<file path="src/rtl/get_param_bt_if.sv">
// Request, result and register-file read bundle for get_param_bt.
// The master side issues fetches and serves reads; the slave side is the fetcher.
interface get_param_bt_if #(
    parameter int unsigned PW    = 8,
    parameter int unsigned AW    = 12,
    parameter int unsigned POS_W = 5
);
    logic                  start;
    logic [AW-1:0]         start_addr;
    logic                  busy;
    logic                  rd_en;
    logic [AW-1:0]         rd_addr;
    logic [4*PW-1:0]       rd_param;
    logic [POS_W+AW:0]     rd_state;
    logic                  valid;
    logic                  found;
    logic                  exhausted;
    logic                  err_hops;
    logic [PW-1:0]         i_out;
    logic [PW-1:0]         z_out;
    logic [PW-1:0]         k_out;
    logic [PW-1:0]         l_out;
    logic [AW-1:0]         addr_out;
    logic [POS_W-1:0]      position_out;

    modport master (
        output start, start_addr, rd_param, rd_state,
        input  busy, rd_en, rd_addr, valid, found, exhausted, err_hops,
        input  i_out, z_out, k_out, l_out, addr_out, position_out
    );

    modport slave (
        input  start, start_addr, rd_param, rd_state,
        output busy, rd_en, rd_addr, valid, found, exhausted, err_hops,
        output i_out, z_out, k_out, l_out, addr_out, position_out
    );
endinterface

</file>
<file path="src/rtl/get_param_bt.sv">
// Inexact-recursion parameter fetcher: walks parent back-pointers from start_addr to the first
// unfinished entry. Optional GET_PARAM_BT_STATS_EN adds hops_last_o / fetch_cnt_o statistics.
module get_param_bt #(
    parameter int unsigned PW        = 8,
    parameter int unsigned AW        = 12,
    parameter int unsigned POS_W     = 5,
    parameter int unsigned MAX_HOPS  = 64,
    parameter int unsigned ROOT_ADDR = 0,
    localparam int unsigned HW       = $clog2(MAX_HOPS + 1)
) (
    input  logic            clk,
    input  logic            rst_n,
`ifdef GET_PARAM_BT_STATS_EN
    output logic [HW-1:0]   hops_last_o,
    output logic [31:0]     fetch_cnt_o,
`endif
    get_param_bt_if.slave   bus
);

    typedef enum logic [1:0] {StIdle, StIssue, StWait, StDone} state_e;

    state_e            state_q, state_d;
    logic [AW-1:0]     cur_addr_q, cur_addr_d;
    logic [HW-1:0]     hops_q, hops_d;
    logic              busy_q, busy_d;
    logic              rd_en_q, rd_en_d;
    logic [AW-1:0]     rd_addr_q, rd_addr_d;
    logic              valid_q, valid_d;
    logic              found_q, found_d;
    logic              exhausted_q, exhausted_d;
    logic              err_hops_q, err_hops_d;
    logic [4*PW-1:0]   param_q, param_d;
    logic [AW-1:0]     addr_out_q, addr_out_d;
    logic [POS_W-1:0]  pos_q, pos_d;

    logic              st_over;
    logic [AW-1:0]     st_parent;
    logic [POS_W-1:0]  st_pos;

    assign st_over   = bus.rd_state[0];
    assign st_parent = bus.rd_state[AW:1];
    assign st_pos    = bus.rd_state[POS_W+AW -: POS_W];

    always_comb begin
        state_d     = state_q;
        cur_addr_d  = cur_addr_q;
        hops_d      = hops_q;
        busy_d      = busy_q;
        rd_en_d     = 1'b0;
        rd_addr_d   = rd_addr_q;
        valid_d     = 1'b0;
        found_d     = found_q;
        exhausted_d = exhausted_q;
        err_hops_d  = err_hops_q;
        param_d     = param_q;
        addr_out_d  = addr_out_q;
        pos_d       = pos_q;

        unique case (state_q)
            StIdle: begin
                if (bus.start) begin
                    state_d     = StIssue;
                    cur_addr_d  = bus.start_addr;
                    hops_d      = '0;
                    busy_d      = 1'b1;
                    rd_en_d     = 1'b1;
                    rd_addr_d   = bus.start_addr;
                    found_d     = 1'b0;
                    exhausted_d = 1'b0;
                    err_hops_d  = 1'b0;
                end
            end
            StIssue: begin
                state_d = StWait;
            end
            StWait: begin
                if (!st_over) begin
                    state_d    = StDone;
                    valid_d    = 1'b1;
                    found_d    = 1'b1;
                    param_d    = bus.rd_param;
                    addr_out_d = cur_addr_q;
                    pos_d      = st_pos;
                end else if (cur_addr_q == AW'(ROOT_ADDR)) begin
                    state_d     = StDone;
                    valid_d     = 1'b1;
                    exhausted_d = 1'b1;
                    param_d     = '0;
                    addr_out_d  = '0;
                    pos_d       = '0;
                end else if (hops_q == HW'(MAX_HOPS)) begin
                    state_d    = StDone;
                    valid_d    = 1'b1;
                    err_hops_d = 1'b1;
                    param_d    = '0;
                    addr_out_d = '0;
                    pos_d      = '0;
                end else begin
                    // Follow the back-pointer; the read is issued in the next cycle.
                    state_d    = StIssue;
                    cur_addr_d = st_parent;
                    hops_d     = hops_q + HW'(1);
                    rd_en_d    = 1'b1;
                    rd_addr_d  = st_parent;
                end
            end
            StDone: begin
                state_d = StIdle;
                busy_d  = 1'b0;
            end
            default: state_d = StIdle;
        endcase
    end

    always_ff @(posedge clk) begin
        if (!rst_n) begin
            state_q     <= StIdle;
            cur_addr_q  <= '0;
            hops_q      <= '0;
            busy_q      <= 1'b0;
            rd_en_q     <= 1'b0;
            rd_addr_q   <= '0;
            valid_q     <= 1'b0;
            found_q     <= 1'b0;
            exhausted_q <= 1'b0;
            err_hops_q  <= 1'b0;
            param_q     <= '0;
            addr_out_q  <= '0;
            pos_q       <= '0;
        end else begin
            state_q     <= state_d;
            cur_addr_q  <= cur_addr_d;
            hops_q      <= hops_d;
            busy_q      <= busy_d;
            rd_en_q     <= rd_en_d;
            rd_addr_q   <= rd_addr_d;
            valid_q     <= valid_d;
            found_q     <= found_d;
            exhausted_q <= exhausted_d;
            err_hops_q  <= err_hops_d;
            param_q     <= param_d;
            addr_out_q  <= addr_out_d;
            pos_q       <= pos_d;
        end
    end

`ifdef GET_PARAM_BT_STATS_EN
    logic [HW-1:0] hops_last_q;
    logic [31:0]   fetch_cnt_q;

    // Updated alongside the result so both are visible in the DONE cycle.
    always_ff @(posedge clk) begin
        if (!rst_n) begin
            hops_last_q <= '0;
            fetch_cnt_q <= '0;
        end else if (valid_d) begin
            hops_last_q <= hops_q;
            fetch_cnt_q <= fetch_cnt_q + 32'd1;
        end
    end

    assign hops_last_o = hops_last_q;
    assign fetch_cnt_o = fetch_cnt_q;
`endif

    assign bus.busy         = busy_q;
    assign bus.rd_en        = rd_en_q;
    assign bus.rd_addr      = rd_addr_q;
    assign bus.valid        = valid_q;
    assign bus.found        = found_q;
    assign bus.exhausted    = exhausted_q;
    assign bus.err_hops     = err_hops_q;
    assign bus.i_out        = param_q[4*PW-1 -: PW];
    assign bus.z_out        = param_q[3*PW-1 -: PW];
    assign bus.k_out        = param_q[2*PW-1 -: PW];
    assign bus.l_out        = param_q[PW-1 -: PW];
    assign bus.addr_out     = addr_out_q;
    assign bus.position_out = pos_q;

endmodule

</file>
<file path="src/flat_wrapper.sv">
// flat-port wrapper written by rule: the top's interface ports become plain ports
module get_param_bt_flat 
#(
    parameter int unsigned PW        = 8,
    parameter int unsigned AW        = 12,
    parameter int unsigned POS_W     = 5,
    parameter int unsigned MAX_HOPS  = 64,
    parameter int unsigned ROOT_ADDR = 0,
    localparam int unsigned HW       = $clog2(MAX_HOPS + 1)
)
  (clk, rst_n, bus_start, bus_start_addr, bus_rd_param, bus_rd_state, bus_busy, bus_rd_en, bus_rd_addr, bus_valid, bus_found, bus_exhausted, bus_err_hops, bus_i_out, bus_z_out, bus_k_out, bus_l_out, bus_addr_out, bus_position_out);
  get_param_bt_if #(.PW(PW), .AW(AW), .POS_W(POS_W)) bus_i ();
  input  logic clk;
  input  logic rst_n;
  input wire logic [$bits(bus_i.start)-1:0] bus_start;
  input wire logic [$bits(bus_i.start_addr)-1:0] bus_start_addr;
  input wire logic [$bits(bus_i.rd_param)-1:0] bus_rd_param;
  input wire logic [$bits(bus_i.rd_state)-1:0] bus_rd_state;
  output wire logic [$bits(bus_i.busy)-1:0] bus_busy;
  output wire logic [$bits(bus_i.rd_en)-1:0] bus_rd_en;
  output wire logic [$bits(bus_i.rd_addr)-1:0] bus_rd_addr;
  output wire logic [$bits(bus_i.valid)-1:0] bus_valid;
  output wire logic [$bits(bus_i.found)-1:0] bus_found;
  output wire logic [$bits(bus_i.exhausted)-1:0] bus_exhausted;
  output wire logic [$bits(bus_i.err_hops)-1:0] bus_err_hops;
  output wire logic [$bits(bus_i.i_out)-1:0] bus_i_out;
  output wire logic [$bits(bus_i.z_out)-1:0] bus_z_out;
  output wire logic [$bits(bus_i.k_out)-1:0] bus_k_out;
  output wire logic [$bits(bus_i.l_out)-1:0] bus_l_out;
  output wire logic [$bits(bus_i.addr_out)-1:0] bus_addr_out;
  output wire logic [$bits(bus_i.position_out)-1:0] bus_position_out;
  assign bus_i.start = bus_start;
  assign bus_i.start_addr = bus_start_addr;
  assign bus_i.rd_param = bus_rd_param;
  assign bus_i.rd_state = bus_rd_state;
  assign bus_busy = bus_i.busy;
  assign bus_rd_en = bus_i.rd_en;
  assign bus_rd_addr = bus_i.rd_addr;
  assign bus_valid = bus_i.valid;
  assign bus_found = bus_i.found;
  assign bus_exhausted = bus_i.exhausted;
  assign bus_err_hops = bus_i.err_hops;
  assign bus_i_out = bus_i.i_out;
  assign bus_z_out = bus_i.z_out;
  assign bus_k_out = bus_i.k_out;
  assign bus_l_out = bus_i.l_out;
  assign bus_addr_out = bus_i.addr_out;
  assign bus_position_out = bus_i.position_out;
  get_param_bt #(.PW(PW), .AW(AW), .POS_W(POS_W), .MAX_HOPS(MAX_HOPS), .ROOT_ADDR(ROOT_ADDR)) u_core (.clk(clk), .rst_n(rst_n), .bus(bus_i));
endmodule
</file>
<file path="config.mk">
export PLATFORM = sky130hd
export DESIGN_NAME = get_param_bt_flat
export DESIGN_NICKNAME = d
export VERILOG_FILES = /design/src/rtl/get_param_bt_if.sv /design/src/rtl/get_param_bt.sv /design/src/flat_wrapper.sv
export SDC_FILE = /design/constraint.sdc
export NUM_CORES = 1
export LEC_CHECK = 0
export CAP_MARGIN = 20
export CORE_MARGIN = 4
export CORE_UTILIZATION = 30
export DETAILED_ROUTE_END_ITERATION = 8
export GPL_TIMING_DRIVEN = 0
export HOLD_SLACK_MARGIN = 0.06
export PLACE_DENSITY = 0.61
export SLEW_MARGIN = 25
export SYNTH_ARGS = -nofsm -noshare
export SYNTH_HDL_FRONTEND = slang
export SYNTH_SLANG_ARGS = --single-unit
</file>
<file path="constraint.sdc">
create_clock -name clk -period 2.4 [get_ports clk]
set_input_delay 0.6 -clock clk [delete_from_list [all_inputs] [get_ports clk]]
set_output_delay 0.6 -clock clk [all_outputs]
set_load 0.1 [all_outputs]
</file>
* Word-level counts from Yosys, hierarchy flattened
Cells that the tools add are included.
** Storage, ports and cells
- Word-level logic and storage cells :: 80
- Output and inout port bits :: 67
- Register bits after elaboration :: 76
- Input bits :: 65
** Cells by class
- Mux-type cells :: 44
- Equal/unequal tests :: 12
- $add $sub $neg :: 1
- Reduce and logical (&&, ||, !) cells :: 11
** Operators by type and width (number)
- $mux W32 :: 3
- $mux W12 :: 7
- $mux W7 :: 4
- $pmux W12 S2 :: 1
- $mux W1 :: 15
- $mux W5 :: 3
- $pmux W7 S2 :: 1
- $logic_not A12 Y1 :: 1
- $ne A2 B2 Y1 const B :: 5
- $pmux W1 S2 :: 5
- $reduce_and A5 Y1 :: 2
- $mux W2 :: 4
- $pmux W2 S4 :: 1
- $add A7 B1 Y7 const B :: 1
- $eq A7 B7 Y1 const B :: 1
- $reduce_and A2 Y1 :: 3
- $eq A2 B2 Y1 const B :: 2
- $ne A2 B1 Y1 const B :: 2
- $reduce_and A4 Y1 :: 1
- $reduce_bool A2 Y1 :: 2
- $ne A3 B1 Y1 const B :: 1
- $reduce_and A3 Y1 :: 1
- $eq A2 B1 Y1 const B :: 1
- $logic_not A2 Y1 :: 1

* Depth between registers and ports, before layout
Gate-level depths: netlist (run 1).
- Word-level depth :: 5
- Mapped depth :: 8
- Gate-level depth less buffers :: 6

* Worst setup path after synthesis (run 1)
Ideal clock, no wire load.
- Path type :: reg-to-reg
- Start :: register, netlist name u_core.bus.rd_addr[6]
- End :: register u_core.param_q[10]
- Arrival :: 1.957 ns
- Path buffers :: 2
- Setup time :: 0.118 ns
- Cell stages (with the launch flop) :: 8
- Setup slack :: 0.326 ns
- Data required time :: 2.282 ns
- Cells stage by stage :: dfxtp_1 -> nor4_2 -> nand3_2 -> nand3_2 -> a21boi_2 -> buf_6 -> buf_6 -> a22o_1
** RTL lines
- end signal: assignment :: line get_param_bt.sv:141 : param_q <= param_d;
- end: declaration :: line get_param_bt.sv:32 : logic [4*PW-1:0] param_q, param_d;

* Final worst setup path (run 1)
- Start :: register u_core.rd_addr_q[1] (netlist: u_core.bus.rd_addr[1])
- End :: output bus_rd_addr[1]
** RTL lines
- start: declaration :: line get_param_bt.sv:27 : logic [AW-1:0] rd_addr_q, rd_addr_d;
- start signal: assignment :: line get_param_bt.sv:136 : rd_addr_q <= rd_addr_d;
- end: declaration :: line flat_wrapper.sv:21 : output wire logic [$bits(bus_i.rd_addr)-1:0] bus_rd_addr;
No word-level cell between the ends.

==> results.json, run 1 <==
{
  "status": "finished, final reports clean",
  "initial_core_util": 0.307,
  "synth.ff_latch_count": 76,
  "synth_top_cell_by_area": "dfxtp_1",
  "min_path_type": "reg -> reg",
  "track_usage": 0.144,
  "syn_avg_cell_area_um2": 11.3,
  "fillers": 904,
  "final_hold_viol_count": 0,
  "path_class": "reg -> out",
  "place_congestion": 0.799,
  "highest_layer": "met4",
  "synth_cells": 250,
  "grt_pass1_wl_mm": 12.7,
  "ir_drop_uv": 326,
  "rsz0062_at_grt": "no",
  "fin_crit_ps": 2260,
  "vias": 2503,
  "yosys-top-cells-area": "dfxtp_1 (54%), a22o_1 (15%), mux2i_1 (4.3%)",
  "async_flop_share": 0,
  "clk_latency_ps": 350,
  "drt-total-wl_mm": 7.85,
  "hold_start": "u_core.param_q[15]$_SDFFE_PN0P_",
  "num_io_pins": 132,
  "post_cts_buffers": 0,
  "setup_tns_ps": 0,
  "worstSetupEndpointType": "primary output",
  "cp_data_arrival_time_ps": 1660,
  "ys_warn_count": 0,
  "cts_tree": "yes",
  "path_clk_slew_ps": 80,
  "antenna_found_initial": 0,
  "placedInstanceArea_um2": 4270,
  "setup_viol": 0,
  "power_uw": 2980,
  "ctsRootBufferMaster": "clkbuf_8",
  "clkPwrFrac": 0.325,
  "first_pass_iters": 4,
  "tightestPinTransition_ps": 1010,
  "path_delay_family": "buffers and inverters",
  "slew-limit-headroom": 0.329,
  "wl_met3_um": 609,
  "slew_violations": 0,
  "area_delta_synth_final_pct": 54.8,
  "layout_commonest_cell": "dfxtp_1",
  "die_y_um": 105,
  "design_area_um2": 4370,
  "skew_ps": 14.6,
  "die_width_um": 105,
  "overflow": 0,
  "rr_startpoint": "u_core.bus.rd_addr[6]$_SDFFE_PN0P_",
  "seqPwrFrac": 0.452,
  "startpoint": "u_core.bus.rd_addr[1]$_SDFFE_PN0P_",
  "drc": 0,
  "nets": 458,
  "die_area_um2": 11000,
  "power_density_nw_per_um2": 682,
  "syn_nets": 317,
  "wl_met2_mm": 3.37,
  "layout_common_cells": "dfxtp_1 (76), dlygate4sd2_1 (67), clkdlybuf4s50_1 (63)",
  "synth_top_area_frac": 0.539,
  "p_comb_frac": 0.223,
  "timing.final.crit_share": 0.942,
  "start_kind": "flop",
  "drt_iter0_markers": 90,
  "clockBufferDepth": 2,
  "switching_share": 0.331,
  "cap_violations": 0,
  "p_switching_uw": 988,
  "synth-main-ff-cell": "dfxtp_1",
  "clock-sinks": 76,
  "io_buffers": 130,
  "crit_chain": "dlygate4sd2_1",
  "required_ps": 1800,
  "h-tree-depth": 3,
  "seq_area_frac_synth": 0.539,
  "fp-row-count": 35,
  "wl_per_cell_um": 15.5,
  "vias_per_cell": 4.94,
  "drive_above_1_share": 0.0909,
  "cp_slowest_cell": "dlygate4sd2_1",
  "fmax_ghz": 0.442,
  "synth.distinct_cells": 38,
  "m1WireLength_mm": 3.71,
  "synth_edf_count": 0,
  "grt_max_degree": 14,
  "crit_buf_inv": 1,
  "ant_nets": 0,
  "coreArea_um2": 9200,
  "intPower_uw": 1990,
  "hpwl_mm": 5.99,
  "syn-cell-area_um2": 2830,
  "cpPeakStageDelay_ps": 900,
  "numCtsBuffers": 9,
  "diodes": 0,
  "p_leak_uw": 0.00205,
  "crit_fanout": 4,
  "first_global_vias": 2421
}
[cell type report]
class	count	area [um2]	area share
inverters	5	18.8	0.00429
plain buffers	17	90.1	0.0206
clock inverters	6	63.8	0.0146
well taps	111	139	0.0318
flip-flops and latches	76	1520	0.348
repair buffers	130	1220	0.278
clock buffers	10	128	0.0292
multi-input cells	152	1190	0.273
[synthesized netlist by cell type, drive strengths merged (3+ instances only)]
cell	n
nand3	4
nor2b	4
mux2i	12
nand2	22
nor2	7
dfxtp	76
and2	3
inv	5
a22o	49
a21boi	5
nand4	3
nor4	3
clkbuf	6
a21oi	3
o211a	12
buf	11
[sequential cells by signal, indices dropped and copies added (netlist names)]
register	flops
u_core.param_q	32
u_core.bus.addr_out	12
u_core.bus.rd_addr	12
u_core.hops_q	7
u_core.bus.position_out	5
u_core.state_q	2
u_core.bus.busy	1
u_core.bus.err_hops	1
u_core.bus.exhausted	1
u_core.bus.found	1
u_core.bus.rd_en	1
u_core.bus.valid	1
[per-stage QoR]
stage               instances  setup WS (ps)   util  hold WS (ps)
finish                    507            140  0.476           473
global route              507           75.4  0.476           486
CTS                       507            110  0.476           478
detailed placement        491          -73.7  0.464           462
global placement          491          -60.0  0.464           459
floorplan                 250            326      -           437
[routing by layer]
layer | vias to the layer above | track usage
met5 | - | 0
met4 | 0 | 0.0609
met3 | 12 | 0.0426
met2 | 98 | 0.211
met1 | 1167 | 0.196
li1 | 1226 | -
[power groups by stage]
stage / sequential [uW] / combinational [uW] / clock [uW]
global placement: 1380 / 694 / 0
CTS: 1350 / 670 / 1000
floorplan: 1690 / 148 / 0
global route: 1360 / 697 / 1060
finish: 1350 / 664 / 969
detailed placement: 1380 / 698 / 0
[path summary, 6_finish.rpt]
path                                                        end  slack (ps)  cells after the start
worst max-delay path                             bus_rd_addr[1]         140                      1
worst min-delay path            u_core.param_q[15]$_SDFFE_PN0P_         470                      1
worst max register to register   u_core.param_q[4]$_SDFFE_PN0P_         410                      7
worst min register to register  u_core.param_q[15]$_SDFFE_PN0P_         470                      1
[repair_timing]
action                     4_1_cts  5_1_grt
hold buffers                     0        0
resized for setup               67        0
setup endpoints to repair       67        0
[cells by family after synthesis]
family                     count (synthesis)  synth area share
and+or+nand+nor                           53             0.114
DFF                                       76             0.539
AOI/OAI and AO/OA                         85             0.257
buffers and inverters                     22            0.0385
muxes                                     12            0.0425
adders and majority gates                  2           0.00886
(Power assumes the default switching activity.)
==> inputs of run 2 (changes only) <==
- PLACE_DENSITY: 0.61 -> default
==> results.json, run 2 (synthesis results as in run 1) <==
{
  "clockBufferDepth": 2,
  "power_uw": 3060,
  "clock-sinks": 76,
  "grt_use_met1": 0.201,
  "use_met2": 0.212,
  "setup_viol": 0,
  "die_area_um2": 11000,
  "fin_util": 0.478,
  "grt_max_degree": 14,
  "place_congestion": 0.782,
  "largest_reg_flops": 32,
  "crit_chain": "dlygate4sd2_1",
  "dp.cells": 491,
  "cap_violations": 0,
  "num_io_pins": 132,
  "slew_violations": 0,
  "path_clk_slew_ps": 80,
  "diodes": 0,
  "fp-row-count": 35,
  "hpwl_mm": 5.93,
  "die_width_um": 105,
  "numCtsBuffers": 9,
  "worstSetupEndpointType": "primary output",
  "start_kind": "flop",
  "antenna_found_initial": 0,
  "crit_buf_inv": 1,
  "ctsRootBufferMaster": "clkbuf_8",
  "layout_commonest_cell": "dfxtp_1",
  "cp_data_arrival_time_ps": 1660,
  "drt_iter0_markers": 98,
  "crit_fanout": 4,
  "fmax_ghz": 0.442,
  "overflow": 0,
  "cpPeakStageDelay_ps": 910,
  "grt_busiest_layer": "met2",
  "path_class": "reg -> out",
  "fillers": 925,
  "slew-limit-headroom": 0.329,
  "post_cts_buffers": 0,
  "die_y_um": 105,
  "rsz0062_at_grt": "no",
  "ir_drop_uv": 314,
  "power_density_nw_per_um2": 697,
  "ant_nets": 0,
  "clk_latency_ps": 340,
  "initial_core_util": 0.307,
  "area_delta_synth_final_pct": 55.5,
  "drive_above_1_share": 0.0911,
  "fin_crit_ps": 2260,
  "coreArea_um2": 9200,
  "tightestPinTransition_ps": 1010,
  "p_leak_uw": 0.00206,
  "skew_ps": 6.82,
  "top_register": "u_core.param_q",
  "min_path_type": "reg -> reg",
  "vias_per_cell": 4.90,
  "layout_common_cells": "dfxtp_1 (76), dlygate4sd2_1 (67), clkdlybuf4s50_1 (63)",
  "first_global_vias": 2447,
  "drc": 0,
  "first_pass_iters": 4,
  "placedInstanceArea_um2": 4270,
  "io_buffers": 130,
  "h-tree-depth": 3,
  "drt-total-wl_mm": 7.87,
  "final_hold_viol_count": 0,
  "met3_usage": 0.0432,
  "track_usage": 0.145,
  "grt_pass1_wl_mm": 12.9,
  "timing.final.crit_share": 0.943,
  "wl_per_cell_um": 15.6,
  "fin_cells": 506,
  "design_area_um2": 4390,
  "required_ps": 1800,
  "vias": 2477,
  "cts_tree": "yes",
  "path_delay_family": "buffers and inverters",
  "nets": 458,
  "cp_slowest_cell": "dlygate4sd2_1",
  "status": "finished, final reports clean"
}
[run 2: cell types whose count changed in the layout (fill, tap and decap cells not counted)]
| cell | delta |
|---|---|
| clkinv_2 | -1 |
| bufinv_16 | +1 |
| clkbuf_1 | -1 |
[run 2: layer usage]
layer,vias to the layer above,wire (um),share of wire
met5,-,0,0
met4,0,89,0.011
met3,7,517,0.066
met2,100,3340,0.42
met1,1144,3920,0.50
li1,1226,-,-
[run 2: report_power, final]
part / internal [uW] / switching (uW) / total (uW) / leakage (uW)
Combinational: 205 / 458 / 663 / 0.00134
Sequential: 1310 / 42.4 / 1350 / 0.000617
Clock: 581 / 469 / 1050 / 0.000102
Total: 2090 / 969 / 3060 / 0.00206
[run 2: repair_timing]
item / CTS / global route
hold endpoints to repair: 0 / 0
gates resized for setup: 67 / 0
hold buffers: 0 / 0
endpoints found under the setup margin: 67 / 0
[run 2: stage by stage]
step | TNS (ps) | hold slack [ps] | worst slack, ps
2_1_floorplan | 0 | 437 | 326
3_3_place_gp | -683 | 456 | -69.6
3_5_place_dp | -1480 | 462 | -114
4_1_cts | 0 | 475 | 116
5_1_grt | 0 | 492 | 72.1
6_report | 0 | 472 | 137
[run 2: layout make-up]
| type | instances | area, um2 | share of cell area |
|---|---|---|---|
| flip-flops and latches | 76 | 1520 | 0.346 |
| repair buffers | 130 | 1220 | 0.277 |
| clock inverters | 6 | 88.8 | 0.0202 |
| multi-input cells | 152 | 1190 | 0.272 |
| well taps | 111 | 139 | 0.0316 |
| clock buffers | 9 | 124 | 0.0282 |
| plain buffers | 17 | 90.1 | 0.0205 |
| inverters | 5 | 18.8 | 0.00427 |
[run 2: final timing paths]
check | start | end | slack, ps | cells after the start
setup reg to reg | u_core.bus.rd_addr[6]$_SDFFE_PN0P_ | u_core.param_q[8]$_SDFFE_PN0P_ | 450 | 7
hold reg to reg | u_core.hops_q[6]$_SDFFE_PN0P_ | u_core.hops_q[6]$_SDFFE_PN0P_ | 470 | 1
setup / recovery | u_core.bus.rd_addr[3]$_SDFFE_PN0P_ | bus_rd_addr[3] | 140 | 1
hold / removal | u_core.hops_q[6]$_SDFFE_PN0P_ | u_core.hops_q[6]$_SDFFE_PN0P_ | 470 | 1
==> inputs of run 3 (changes only) <==
- ABC_AREA: default -> 0
==> results of run 3 <==
Same layout as run 2: the final DEF is identical, and so are final timing and power.
